===== src/rtl/pwm_pkg.sv =====
// pwm_pkg: shared constants, enable bundle type and the duty compare helper
// for the PWM peripheral. Imported by pwm_timebase and pwm_peripheral.
package pwm_pkg;

   localparam int                   PWM_CNT_W       = 8;
   localparam logic [PWM_CNT_W-1:0] DUTY_FULL       = 8'hFF;
   localparam int                   NUM_OUT         = 16;
   localparam int                   DEFAULT_CLK_DIV = 13;

   // Enable registers as seen by the output stage.
   typedef struct packed {
      logic [NUM_OUT-1:0] out_en;
      logic [NUM_OUT-1:0] pwm_en;
   } pwm_en_t;

   // Full-scale duty is forced high so 0xFF never shows a one-step low
   // pulse at counter==255.
   function automatic logic pwm_compare(input logic [PWM_CNT_W-1:0] cnt,
                                        input logic [PWM_CNT_W-1:0] duty);
      return (duty == DUTY_FULL) ? 1'b1 : (cnt < duty);
   endfunction

endpackage


===== src/rtl/pwm_timebase.sv =====
// pwm_timebase: prescaler plus 8-bit period counter.
//   clk, rst_n   : system clock, synchronous active-low reset
//   counter      : period position, advances once per CLK_DIV clocks
//   tick         : prescaler terminal count (counter advances on this edge)
//   period_wrap  : tick while counter==255, i.e. the period boundary edge
module pwm_timebase
   import pwm_pkg::*;
#(
   parameter int CLK_DIV = DEFAULT_CLK_DIV
) (
   input  logic                 clk,
   input  logic                 rst_n,
   output logic [PWM_CNT_W-1:0] counter,
   output logic                 tick,
   output logic                 period_wrap
);

   logic [7:0] prescaler;

   assign tick        = (prescaler == 8'(CLK_DIV - 1));
   assign period_wrap = tick && (counter == '1);

   always_ff @(posedge clk) begin
      if (!rst_n) begin
         prescaler <= '0;
         counter   <= '0;
      end else begin
         if (tick) prescaler <= '0;
         else      prescaler <= prescaler + 8'd1;
         // 255 -> 0 wrap is the natural overflow of the 8-bit counter
         if (tick) counter <= counter + PWM_CNT_W'(1);
      end
   end

endmodule


===== src/rtl/pwm_peripheral.sv =====
// pwm_peripheral: drives 16 user outputs as static low, static high or PWM
// from the register-bank enables and duty value.
//   clk, rst_n        : system clock, synchronous active-low reset
//   en_reg_out_*      : per-output enable (0 forces the output low)
//   en_reg_pwm_*      : per-output PWM select (0 = static high when enabled)
//   pwm_duty_cycle    : requested duty, captured at each period boundary
//   out               : registered user outputs
//   period_start      : one-clk pulse on the first clk of each period
module pwm_peripheral
   import pwm_pkg::*;
#(
   parameter int CLK_DIV = DEFAULT_CLK_DIV
) (
   input  logic               clk,
   input  logic               rst_n,
   input  logic [7:0]         en_reg_out_7_0,
   input  logic [7:0]         en_reg_out_15_8,
   input  logic [7:0]         en_reg_pwm_7_0,
   input  logic [7:0]         en_reg_pwm_15_8,
   input  logic [7:0]         pwm_duty_cycle,
   output logic [NUM_OUT-1:0] out,
   output logic               period_start
);

   pwm_en_t              en;
   logic [PWM_CNT_W-1:0] counter;
   logic [PWM_CNT_W-1:0] duty_shadow;
   logic                 period_wrap;
   logic                 tick_unused;   // top works at period granularity only
   logic                 pwm_raw;
   logic [NUM_OUT-1:0]   out_next;

   assign en.out_en = {en_reg_out_15_8, en_reg_out_7_0};
   assign en.pwm_en = {en_reg_pwm_15_8, en_reg_pwm_7_0};

   pwm_timebase #(.CLK_DIV(CLK_DIV)) u_timebase (
      .clk         (clk),
      .rst_n       (rst_n),
      .counter     (counter),
      .tick        (tick_unused),
      .period_wrap (period_wrap)
   );

   assign pwm_raw = pwm_compare(counter, duty_shadow);

   // Output enable dominates the PWM select.
   for (genvar i = 0; i < NUM_OUT; i++) begin : g_out
      assign out_next[i] = en.out_en[i] ? (en.pwm_en[i] ? pwm_raw : 1'b1) : 1'b0;
   end

   always_ff @(posedge clk) begin
      if (!rst_n) begin
         duty_shadow  <= '0;
         out          <= '0;
         period_start <= 1'b0;
      end else begin
         out          <= out_next;
         period_start <= period_wrap;
         // Shadow only reloads at the boundary so a mid-period write can
         // never shorten or split the pulse already in progress.
         if (period_wrap) duty_shadow <= pwm_duty_cycle;
      end
   end

endmodule


===== config.mk =====
export PLATFORM = sky130hd
export DESIGN_NAME = pwm_peripheral
export DESIGN_NICKNAME = d
export VERILOG_FILES = /design/src/rtl/pwm_pkg.sv /design/src/rtl/pwm_timebase.sv /design/src/rtl/pwm_peripheral.sv
export SDC_FILE = /design/constraint.sdc
export NUM_CORES = 1
export LEC_CHECK = 0
export ABC_AREA = 1
export CORE_UTILIZATION = 51
export DETAILED_ROUTE_END_ITERATION = 6
export PLACE_DENSITY = 0.91
export SYNTH_ARGS = -nofsm -noshare
export SYNTH_HDL_FRONTEND = slang
export SYNTH_SLANG_ARGS = --single-unit

===== constraint.sdc =====
create_clock -name clk -period 4.45 [get_ports clk]
set_input_delay 0.445 -clock clk [delete_from_list [all_inputs] [get_ports clk]]
set_output_delay 0.445 -clock clk [all_outputs]
set_load 0.01 [all_outputs]

==> results.txt <==
----------------------------------------------------
[Place]
  RePlAce Congestion ... 0.7970
  Worst slack after detailed placement ... 2.052 ns
  Instance area after placement ... 0.002623 mm2
  DP Wirelength ... 3209 um
  Count of port buffers added during placement ... 58

[Layout]
  Number of diodes ... 0
  Share of layout cells above drive strength 1 ... 9.172%
  Final net count ... 389
  Summed area of non-filler cells in the final layout ... 0.002705 mm2
  Layout Area Growth over Synthesis ... 33.46%
  Fill count ... 309

[Logic synthesis]
  Syn avg cell area ... 7.291 um2
  Sequential-to-total area share from yosys stat ... 40.49%
  Count of mapped cells out of synthesis ... 278
  Count of distinct cell types in the synthesized netlist ... 25
  Register bit total from synthesis ... 41
  Number of warning messages in the yosys log ... 0
  Syn Nets ... 330
  Mapped cell area ... 0.002027 mm2

[STA]
  Period minus WS final ... 2.151 ns
  Minimum setup slack in the final design ... 2.299 ns
  Fraction of the cycle the final worst path needs ... 48.33%
  Slew HR ... 48.44%
  Worst Hold Margin ... 0.4627 ns
  Final TNS setup ... 0 ns
  Unrepaired setup endpoints after global routing ... false
  Transition at the pin with the smallest max-transition slack ... 0.7709 ns
  Endpoints failing setup ... 0
  Count of final hold-check violations ... 0
  Number of slew-limit violations in the final report ... 0
  Maximum clock frequency ... 0.4650 GHz
  Final Skew ... 0.003929 ns

[Global route]
  Number of antenna violations at the first check in global routing ... 0
  First-pass GRT wire length ... 7196 um
  Vias in the first global route ... 1659
  GRT Resource Usage Total ... 22.36%
  Remaining global-route overflow ... 0
  Pin count of the biggest net entering global routing ... 24

[CTS]
  Resized Gates After CTS ... 0
  TritonCTS clock tree ... done
  Clock-pin slew of the registers on the worst-case setup and hold paths ... 0.07 ns
  Number of buffers created by CTS ... 5
  Clock latency of the later-clocked register in the worst-skew pair ... 0.29 ns
  Post-CTS Hold Fix Bufs ... 0
  Clock sink count ... 41
  Number of H-tree branching levels ... 2
  Number of setup buffers added after CTS ... 0
  Root Buffer ... sky130_fd_sc_hd__clkbuf_8
  Maximum buffer depth of the clock tree ... 2

[Routing]
  1st-pass router iterations ... 4
  Drt drc ... 0
  Number of vias after detailed routing ... 1839
  Wirelength, routed ... 4286 um
  Detailed Route Iter0 Violations ... 90
  Average detailed-routed wire length per instance ... 11.10 um
  Number of antenna-violating nets in the routed design ... 0
  Mean number of vias per cell ... 4.764

[Setup path]
  Endpoint of the lowest-slack register-to-register path ... out[14]
  CP delay by family, top ... buffers and inverters
  Worst r2r src ... duty_shadow[5]
  Maximum cell stage delay along the critical path ... 0.97 ns
  Worst Path Arrival ... 2.37 ns
  Crit-path cells ... clkdlybuf4s50_1 -> inv_1 -> nor2_1 -> inv_2 -> nor3b_1
  Critical-path cell with the highest stage delay ... sky130_fd_sc_hd__clkdlybuf4s50_1
  Buffers plus inverters on the worst setup path ... 3
  Critical Path RT ... 4.67 ns
  Critical setup path kind ... input port to flop
  Type of element launching the critical path ... input port
  Element type at the critical path end ... flop
  Worst R2R Path Depth ... 9
  Setup slack of the worst register-to-register path ... 2.74 ns
  CP max FO ... 23

[Floorplanning]
  Total core area ... 0.003744 mm2
  Initial core utilization ... 54.14%
  Die Area ... 0.004230 mm2
  I/O pin cnt ... 59
  Cell row count ... 22
  Die W ... 65.04 um
  Die Height ... 65.04 um

[Pwr]
  Standby leakage power ... 0.001344 uW
  Worst VDD drop ... 0.2212 mV
  Pwr/cell area ... 256.5 mW/mm2
  Overall power consumption ... 693.7 uW

[Worst hold path]
  Class of the worst hold path ... flop to flop
  Hold_sp ... duty_shadow[3]
  Depth of the worst hold-timing path ... 2
  Destination of the worst hold path ... duty_shadow[3]

[Status]
  Outcome ... finished clean

[Run]
  Count of maximum capacitance violations ... 0

----------------------------------------------------
## through the flow
stage,instances,util [%]
after CTS,386,72.26
after global routing,386,72.26
after floorplan,278,-
after global placement,378,70.05
after detailed placement,378,70.05
final,386,72.26
## worst reg2reg max path: cells and delay by family (launching register included)
family                     cells  cell delay [ns]
buffers and inverters          2             0.12
DFF                            1             0.34
AOI/OAI and AO/OA              1             0.15
adders and majority gates      1             0.29
and+or+nand+nor                5             0.77
## cells in the final DEF (no fill, tap or decap), types with 5 or more instances in the layout
cell type | netlist | layout
sky130_fd_sc_hd__dfxtp_1 | 41 | 41
sky130_fd_sc_hd__nand2_1 | 70 | 70
sky130_fd_sc_hd__inv_1 | 57 | 57
sky130_fd_sc_hd__a21oi_1 | 19 | 19
sky130_fd_sc_hd__ha_1 | 10 | 10
sky130_fd_sc_hd__nand3_2 | 10 | 10
sky130_fd_sc_hd__clkbuf_8 | 0 | 5
sky130_fd_sc_hd__nor3_1 | 6 | 6
sky130_fd_sc_hd__inv_2 | 5 | 5
sky130_fd_sc_hd__o21ai_0 | 6 | 6
sky130_fd_sc_hd__clkdlybuf4s50_1 | 0 | 58
sky130_fd_sc_hd__nand3_1 | 20 | 20
sky130_fd_sc_hd__nor2_1 | 12 | 12
## synth_stat cells (all sizes together)
| cell type | instances | area [um2] |
|---|---|---|
| nand2 | 74 | 292.8 |
| inv | 62 | 232.7 |
| dfxtp | 41 | 820.8 |
| nand3 | 30 | 200.2 |
| a21oi | 19 | 95.09 |
| nor2 | 14 | 71.32 |
| ha | 10 | 125.1 |
| nor3 | 6 | 30.03 |
| o21ai | 6 | 30.03 |
| buf | 3 | 33.78 |
| clkbuf | 3 | 11.26 |
| nand4 | 3 | 25.02 |
| nor4 | 2 | 18.77 |
| xnor2 | 2 | 17.52 |
| nor3b | 1 | 7.510 |
| or2 | 1 | 6.260 |
| xor2 | 1 | 8.760 |
## how the worst max path moves through the flow
| stage | start | to | depth (start not counted) |
|---|---|---|---|
| 2_1_floorplan | duty_shadow[5] | out[0] | 10 |
| 3_3_place_gp | rst_n | u_timebase.prescaler[4] | 5 |
| 3_5_place_dp | rst_n | u_timebase.prescaler[4] | 5 |
| 4_1_cts | rst_n | u_timebase.prescaler[4] | 5 |
| 5_1_grt | rst_n | u_timebase.prescaler[4] | 5 |
| 6_report | rst_n | u_timebase.prescaler[4] | 5 |
## where the power goes
part / total [uW] / leakage, uW / internal (uW) / switching, uW
logic: 81.8 / 0.000966 / 52.3 / 29.5
clock network: 233 / 0.0000450 / 109 / 125
registers: 379 / 0.000333 / 375 / 3.66
## cells by family (layout without fill, tap and decap cells)
logic type               Yosys count  in the layout  synth area share, %
AND/OR/NAND/NOR                  131            131                32.16
buffers and inverters             68            128                13.70
flip-flops                        41             41                40.49
AO/OA/AOI/OAI                     25             25                6.173
adder cells (fa/ha/maj)           10             10                6.173
XOR/XNOR                           3              3                1.297
## sequential cells by signal, summed over array words and instances, names as in the netlist
register,cells
u_timebase.counter,8
duty_shadow,8
out,16
u_timebase.prescaler,8
period_start,1
## metal layers
layer	wire length, um	track usage, %
met2	2132	39.32
met5	0	0
met3	200	5.810
met4	86	8.967
met1	1867	25.51
## cell type report
type	instances	area [um2]	area share [%]
clock buffer	6	72.57	2.683
timing repair buffer	58	580.6	21.46
clock inverter	2	10.01	0.3700
inverter	62	232.7	8.603
multi-input combinational	169	928.4	34.32
sequential	41	820.8	30.34
tap	48	60.06	2.220
Power figures use the tool's default switching activity.
